$ cat config.mk
export PLATFORM = sky130hd
export DESIGN_NAME = horner_seq_ctrl_flat
export DESIGN_NICKNAME = d
export VERILOG_FILES = /design/src/rtl/horner_seq_ctrl_if.sv /design/src/rtl/horner_seq_ctrl.sv /design/src/flat_wrapper.sv
export SDC_FILE = /design/constraint.sdc
export NUM_CORES = 1
export LEC_CHECK = 0
export CAP_MARGIN = 5
export CORE_MARGIN = 5
export CORE_UTILIZATION = 45
export CTS_CLUSTER_SIZE = 10
export DETAILED_ROUTE_END_ITERATION = 7
export PLACE_DENSITY = 0.64
export SLEW_MARGIN = 10
export SYNTH_ARGS = -nofsm -noshare
export SYNTH_HDL_FRONTEND = slang
export SYNTH_SLANG_ARGS = --single-unit
export TNS_END_PERCENT = 30
$ cat constraint.sdc
create_clock -name clk_n -period 3.7 [get_ports clk_n]
set_input_delay 0.37 -clock clk_n [delete_from_list [all_inputs] [get_ports clk_n]]
set_output_delay 0.37 -clock clk_n [all_outputs]
set_load 0.03 [all_outputs]
$ cat src/rtl/horner_seq_ctrl_if.sv
// Bus between the Horner sequencer and its host/datapath.
// Host side: start/degree/x_in and the coefficient write port.
// Datapath side: signal/coeff/LD_result. Status: busy/done.
interface horner_seq_ctrl_if #(
    parameter int unsigned WIDTH = 32
);
    logic             start;
    logic [2:0]       degree;
    logic [WIDTH-1:0] x_in;
    logic             coef_we;
    logic [2:0]       coef_addr;
    logic [WIDTH-1:0] coef_wdata;
    logic [WIDTH-1:0] signal;
    logic [WIDTH-1:0] coeff;
    logic             LD_result;
    logic             busy;
    logic             done;

    // Host / environment side
    modport master (
        output start, degree, x_in, coef_we, coef_addr, coef_wdata,
        input  signal, coeff, LD_result, busy, done
    );

    // Sequencer side
    modport slave (
        input  start, degree, x_in, coef_we, coef_addr, coef_wdata,
        output signal, coeff, LD_result, busy, done
    );
endinterface

$ cat src/rtl/horner_seq_ctrl.sv
// Horner-rule sequencer for a feedback add/multiply loop.
// Holds eight coefficients, captures degree and evaluation point on start,
// then steers signal/coeff into the datapath so that each loop slot sees
// c_N, c_(N-1), ..., c_0 at the right time, pulsing LD_result once the
// final sum is valid. All state moves on the falling edge of clk_n.
module horner_seq_ctrl #(
    parameter int unsigned WIDTH   = 32,
    parameter int unsigned MUL_LAT = 3,
    parameter int unsigned ADD_LAT = 3
) (
    input  logic                clk_n,
    input  logic                rst_n,
    horner_seq_ctrl_if.slave    bus
);

    // Loop period: multiplier, adder and the two register stages between them.
    localparam int unsigned S        = MUL_LAT + ADD_LAT + 2;
    localparam int unsigned PrimeLen = 2 * S;
    localparam int unsigned CntW     = $clog2(PrimeLen);

    localparam logic [CntW-1:0] CntOne     = CntW'(1);
    localparam logic [CntW-1:0] PrimeLast  = CntW'(PrimeLen - 1);
    localparam logic [CntW-1:0] PrimeLdCnt = CntW'(PrimeLen - 2);
    localparam logic [CntW-1:0] RunLast    = CntW'(S - 1);
    // Coefficient steps land MUL_LAT+1 cycles into each loop period.
    localparam logic [CntW-1:0] RunStep    = CntW'(MUL_LAT);
    // In FINISH the counter starts at 0 in the first cycle coeff = c_0.
    localparam logic [CntW-1:0] FinLd      = CntW'(ADD_LAT);
    localparam logic [CntW-1:0] FinDone    = CntW'(ADD_LAT + 1);
    localparam logic [CntW-1:0] FinExit    = CntW'(ADD_LAT + 2);

    typedef enum logic [1:0] {
        StIdle,
        StPrime,
        StRun,
        StFinish
    } state_e;

    state_e           state_q;
    logic [CntW-1:0]  cnt_q;
    logic [2:0]       step_q;
    logic [2:0]       n_q;
    logic [WIDTH-1:0] x_q;
    logic [WIDTH-1:0] signal_q;
    logic [WIDTH-1:0] coeff_q;
    logic             ld_q;
    logic             busy_q;
    logic             done_q;
    logic [WIDTH-1:0] coef_q [8];

    // Coefficient file: host writes accepted only while idle.
    always_ff @(negedge clk_n or negedge rst_n) begin
        if (!rst_n) begin
            for (int i = 0; i < 8; i++) begin
                coef_q[i] <= '0;
            end
        end else if (bus.coef_we && !busy_q) begin
            coef_q[bus.coef_addr] <= bus.coef_wdata;
        end
    end

    // Sequencer FSM with registered datapath/status outputs.
    always_ff @(negedge clk_n or negedge rst_n) begin
        if (!rst_n) begin
            state_q  <= StIdle;
            cnt_q    <= '0;
            step_q   <= '0;
            n_q      <= '0;
            x_q      <= '0;
            signal_q <= '0;
            coeff_q  <= '0;
            ld_q     <= 1'b0;
            busy_q   <= 1'b0;
            done_q   <= 1'b0;
        end else begin
            ld_q   <= 1'b0;
            done_q <= 1'b0;
            unique case (state_q)
                StIdle: begin
                    signal_q <= '0;
                    coeff_q  <= '0;
                    busy_q   <= 1'b0;
                    cnt_q    <= '0;
                    if (bus.start) begin
                        n_q     <= bus.degree;
                        x_q     <= bus.x_in;
                        coeff_q <= coef_q[bus.degree];
                        busy_q  <= 1'b1;
                        state_q <= StPrime;
                    end
                end
                // Multiplier input held at 0 so every loop slot settles to c_N.
                StPrime: begin
                    if (cnt_q == PrimeLast) begin
                        signal_q <= x_q;
                        if (n_q == 3'd0) begin
                            // Degree 0: the loop already holds c_0; just finish.
                            cnt_q   <= FinExit;
                            done_q  <= 1'b1;
                            state_q <= StFinish;
                        end else begin
                            cnt_q   <= '0;
                            step_q  <= n_q - 3'd1;
                            state_q <= StRun;
                        end
                    end else begin
                        cnt_q <= cnt_q + CntOne;
                        ld_q  <= (n_q == 3'd0) && (cnt_q == PrimeLdCnt);
                    end
                end
                // One coefficient step per loop period, down to c_0.
                StRun: begin
                    cnt_q <= (cnt_q == RunLast) ? '0 : cnt_q + CntOne;
                    if (cnt_q == RunStep) begin
                        coeff_q <= coef_q[step_q];
                        if (step_q == 3'd0) begin
                            cnt_q   <= '0;
                            state_q <= StFinish;
                        end else begin
                            step_q <= step_q - 3'd1;
                        end
                    end
                end
                // Wait for the last sum to leave the adder, load it, then report.
                StFinish: begin
                    cnt_q <= cnt_q + CntOne;
                    if (cnt_q == FinLd) begin
                        ld_q <= 1'b1;
                    end
                    if (cnt_q == FinDone) begin
                        done_q <= 1'b1;
                    end
                    if (cnt_q == FinExit) begin
                        signal_q <= '0;
                        coeff_q  <= '0;
                        busy_q   <= 1'b0;
                        cnt_q    <= '0;
                        state_q  <= StIdle;
                    end
                end
                default: begin
                    state_q <= StIdle;
                end
            endcase
        end
    end

    assign bus.signal    = signal_q;
    assign bus.coeff     = coeff_q;
    assign bus.LD_result = ld_q;
    assign bus.busy      = busy_q;
    assign bus.done      = done_q;

    // Structural invariants of the sequencer.
    a_done_busy : assert property (@(negedge clk_n) disable iff (!rst_n) done_q |-> busy_q);
    a_ld_busy   : assert property (@(negedge clk_n) disable iff (!rst_n) ld_q |-> busy_q);
    a_ld_done   : assert property (@(negedge clk_n) disable iff (!rst_n) !(ld_q && done_q));
    a_idle_quiet: assert property (@(negedge clk_n) disable iff (!rst_n)
                                  (state_q == StIdle) |-> !(ld_q || done_q));

endmodule

$ cat src/flat_wrapper.sv
// flat-port wrapper written by rule: the top's interface ports become plain ports
module horner_seq_ctrl_flat 
#(
    parameter int unsigned WIDTH   = 32,
    parameter int unsigned MUL_LAT = 3,
    parameter int unsigned ADD_LAT = 3
)
  (clk_n, rst_n, bus_start, bus_degree, bus_x_in, bus_coef_we, bus_coef_addr, bus_coef_wdata, bus_signal, bus_coeff, bus_LD_result, bus_busy, bus_done);
  horner_seq_ctrl_if #(.WIDTH(WIDTH)) bus_i ();
  input  logic clk_n;
  input  logic rst_n;
  input wire logic [$bits(bus_i.start)-1:0] bus_start;
  input wire logic [$bits(bus_i.degree)-1:0] bus_degree;
  input wire logic [$bits(bus_i.x_in)-1:0] bus_x_in;
  input wire logic [$bits(bus_i.coef_we)-1:0] bus_coef_we;
  input wire logic [$bits(bus_i.coef_addr)-1:0] bus_coef_addr;
  input wire logic [$bits(bus_i.coef_wdata)-1:0] bus_coef_wdata;
  output wire logic [$bits(bus_i.signal)-1:0] bus_signal;
  output wire logic [$bits(bus_i.coeff)-1:0] bus_coeff;
  output wire logic [$bits(bus_i.LD_result)-1:0] bus_LD_result;
  output wire logic [$bits(bus_i.busy)-1:0] bus_busy;
  output wire logic [$bits(bus_i.done)-1:0] bus_done;
  assign bus_i.start = bus_start;
  assign bus_i.degree = bus_degree;
  assign bus_i.x_in = bus_x_in;
  assign bus_i.coef_we = bus_coef_we;
  assign bus_i.coef_addr = bus_coef_addr;
  assign bus_i.coef_wdata = bus_coef_wdata;
  assign bus_signal = bus_i.signal;
  assign bus_coeff = bus_i.coeff;
  assign bus_LD_result = bus_i.LD_result;
  assign bus_busy = bus_i.busy;
  assign bus_done = bus_i.done;
  horner_seq_ctrl #(.WIDTH(WIDTH), .MUL_LAT(MUL_LAT), .ADD_LAT(ADD_LAT)) u_core (.clk_n(clk_n), .rst_n(rst_n), .bus(bus_i));
endmodule
==> flow_metrics.env <==
export IMPL_cts_made_buffers=43
export IMPL_grt_util_met3_pct=3.00
export IMPL_rsz0062_at_grt="false"
export IMPL_place_ws_ns=-0.333
export IMPL_grt_pass1_vias=12500
export IMPL_synth_top_area_share_pct=51.1
export IMPL_vdd_ir_drop_max_uv=596
export IMPL_critPathLaunch="u_core.bus.coeff[27]"
export IMPL_area_growth_pct=20.2
export IMPL_h_tree_depth=2
export IMPL_yosys_area_share_simple_pct=3.82
export IMPL_synth_compound_area_share_pct=5.62
export IMPL_top_usage_layer="met2"
export IMPL_hold_path_class="flop to flop"
export IMPL_synthesis_nets=1421
export IMPL_finalHoldViolCount=0
export IMPL_synthCells=1338
export IMPL_r2r_start="u_core.state_q[0]"
export IMPL_pin_count=141
export IMPL_drcViolationCount=0
export IMPL_min_from="u_core.x_q[2]"
export IMPL_hold_path_cell_count=1
export IMPL_crit_buf_inv=1
export IMPL_globalRouteTotalUtil_pct=20.6
export IMPL_synth_top_family_by_area="multiplexers"
export IMPL_drive_above_1_share_pct=32.5
export IMPL_met2_usage_pct=32.4
export IMPL_dr_pass1_iters=7
export IMPL_power_density_nw_per_um2=868
export IMPL_layout_common_cells="367 x dfrtn_1, 290 x mux2_2, 164 x mux2i_1"
export IMPL_synthAdderAreaFrac_pct=0.626
export IMPL_grt_pass1_wl_um=72300
export IMPL_worstPathRequired_ns=3.33
export IMPL_r2r_cells=5
export IMPL_wirelength_um=45200
export IMPL_gr_total_overflow=0
export IMPL_layout_commonest_cell="dfrtn_1"
export IMPL_cts_root_buf="clkbuf_16"
export IMPL_vias=11900
export IMPL_routedWlPerCell_um=22.3
export IMPL_drv_cap=0
export IMPL_setup_viol=0
export IMPL_tns_ns=0
export IMPL_clk_path_buf_depth=3
export IMPL_cp_slowest_stage_delay_ns=0.45
export IMPL_r2r_end="u_core.step_q[0]"
export IMPL_crit_path_cell_trace="dlygate4sd2_1"
export IMPL_crit_family="flip-flops"
export IMPL_yosys_area_share_xor_xnor_pct=0.0975
export IMPL_criticalPathCategory="flop to primary output"
export IMPL_worst_pin_slew_ns=0.813
export IMPL_cts_tree="yes"
export IMPL_via_per_inst=5.88
export IMPL_ant_nets=0
export IMPL_synth_area_leaders="dfrtn_1 51%, mux2_2 18%, mux2i_1 9.1%"
export IMPL_dp_hpwl_um=28200
export IMPL_dieArea_um2=44000
export IMPL_num_rows=73
export IMPL_avgSynthCellArea_um2=13.4
export IMPL_met1_usage_pct=30.2
export IMPL_antenna_found_initial=1
export IMPL_port_buffers=140
export IMPL_ys_warnings_count=0
export IMPL_die_x_um=210
export IMPL_clock_latency_ns=0.56
export IMPL_skew_ns=0.0103
export IMPL_hold_path_end="u_core.x_q[2]"
export IMPL_synth_edf_count=0
export IMPL_clock_sinks=367
export IMPL_status="complete, no violations"
export IMPL_arrival_ns=3.30
export IMPL_hold_buffers=0
export IMPL_p_leak_nw=9.45
export IMPL_drv_slew=0
export IMPL_nets=1575
export IMPL_grt_max_degree=70
export IMPL_slowest_stage="dfrtn_1"
export IMPL_async_reset_ff_share_pct=100
export IMPL_clk_pin_slew_worst_paths_ns=0.04
export IMPL_reg2reg_slack_ns=0.87
export IMPL_die_h_um=210
export IMPL_ys_flop_type="dfrtn_1"
export IMPL_endpoint_kind="primary output"
export IMPL_synth_seq_area_share_pct=51.1
export IMPL_core_area_um2=39600
export IMPL_drtIter0Drc=705
export IMPL_yosys_area_top_type="dfrtn_1"
export IMPL_start_util_pct=45.3
export IMPL_worstPathMaxFanout=2
export IMPL_maxSlewHeadroom_pct=45.1
export IMPL_finalWorstSetupSlack_ns=0.0340
export IMPL_syn_area_um2=18000
export IMPL_synth_seq_cells=367
export IMPL_synthMuxAreaShare_pct=35.5
export IMPL_cp_start_kind="flop"
export IMPL_place_gp_congestion=0.797
export IMPL_synth_distinct_cells=50
cells by family (layout without fill, tap and decap cells):
logic type	Yosys count	in the layout
multiplexers	521	521
flip-flops	367	367
AND/OR/NAND/NOR	151	151
AO/OA/AOI/OAI	149	149
buffers and inverters	139	304
adder cells (fa/ha/maj)	9	9
XOR/XNOR	2	2
other	0	1
through the flow:
step / power (mW) / utilization, % / hold slack (ns) / instance area [um^2] / std cells
6_report: 18.8 / 54.5 / 0.450 / 21600 / 2029
4_1_cts: 18.9 / 54.5 / 0.453 / 21600 / 2028
5_1_grt: 19.9 / 54.5 / 0.466 / 21600 / 2029
3_3_place_gp: 15.1 / 51.8 / 0.447 / 20500 / 1972
3_5_place_dp: 15.3 / 51.8 / 0.453 / 20500 / 1972
2_1_floorplan: 12.9 / - / 0.435 / 18000 / 1338
power breakdown:
group	switching [mW]	internal (mW)
logic	3.68	3.86
registers	1.40	6.14
clock network	1.57	2.11
total	6.64	12.1
state kept, by name (all words and copies together), names as in the netlist:
| register | count |
|---|---|
| u_core.step_q | 3 |
| u_core.state_q | 2 |
| u_core.cnt_q | 4 |
| u_core.bus.busy | 1 |
| u_core.bus.signal | 32 |
| u_core.coef_q | 256 |
| u_core.bus.done | 1 |
| u_core.n_q | 3 |
| u_core.x_q | 32 |
| u_core.bus.coeff | 32 |
| u_core.bus.LD_result | 1 |
layout make-up:
type                       instances  area [um^2]
clock buffer                      52         1120
fill                            3443        18000
inverter                          39          146
clock inverter                     4         31.3
multi-input combinational        832         8260
antenna                            1         2.50
timing repair buffer             209         2210
tap                              525          657
sequential                       367         9180
cells in the mapped netlist (4+ instances only):
cell type,count
a211oi_1,33
a31oi_1,32
buf_1,10
buf_2,39
clkbuf_1,48
dfrtn_1,367
ha_1,9
inv_1,39
mux2_2,290
mux2i_1,164
mux4_2,64
nand2_1,78
nand3_1,6
nand3b_1,6
nor2_1,38
nor3b_1,4
o21ai_0,4
o22ai_1,64
layer usage:
metal | vias up | part of all wire [%]
met4 | 0 | 2.0
li1 | 5269 | -
met5 | - | 0
met1 | 6289 | 47
met3 | 56 | 4.9
met2 | 311 | 46
how the worst max path moves through the flow:
stage	depth (start not counted)	to
floorplan	5	u_core.bus.coeff[0]
global placement	6	u_core.coef_q[139]
detailed placement	6	u_core.coef_q[151]
CTS	1	bus_coeff[28]
global route	1	bus_coeff[27]
finish	1	bus_coeff[27]
timing repair:
item	CTS	global route
resized for setup	71	2
pin swaps	0	0
endpoints found under the setup margin	67	2
buffers inserted	0	0
cloned	0	0
(Power assumes the default switching activity.)
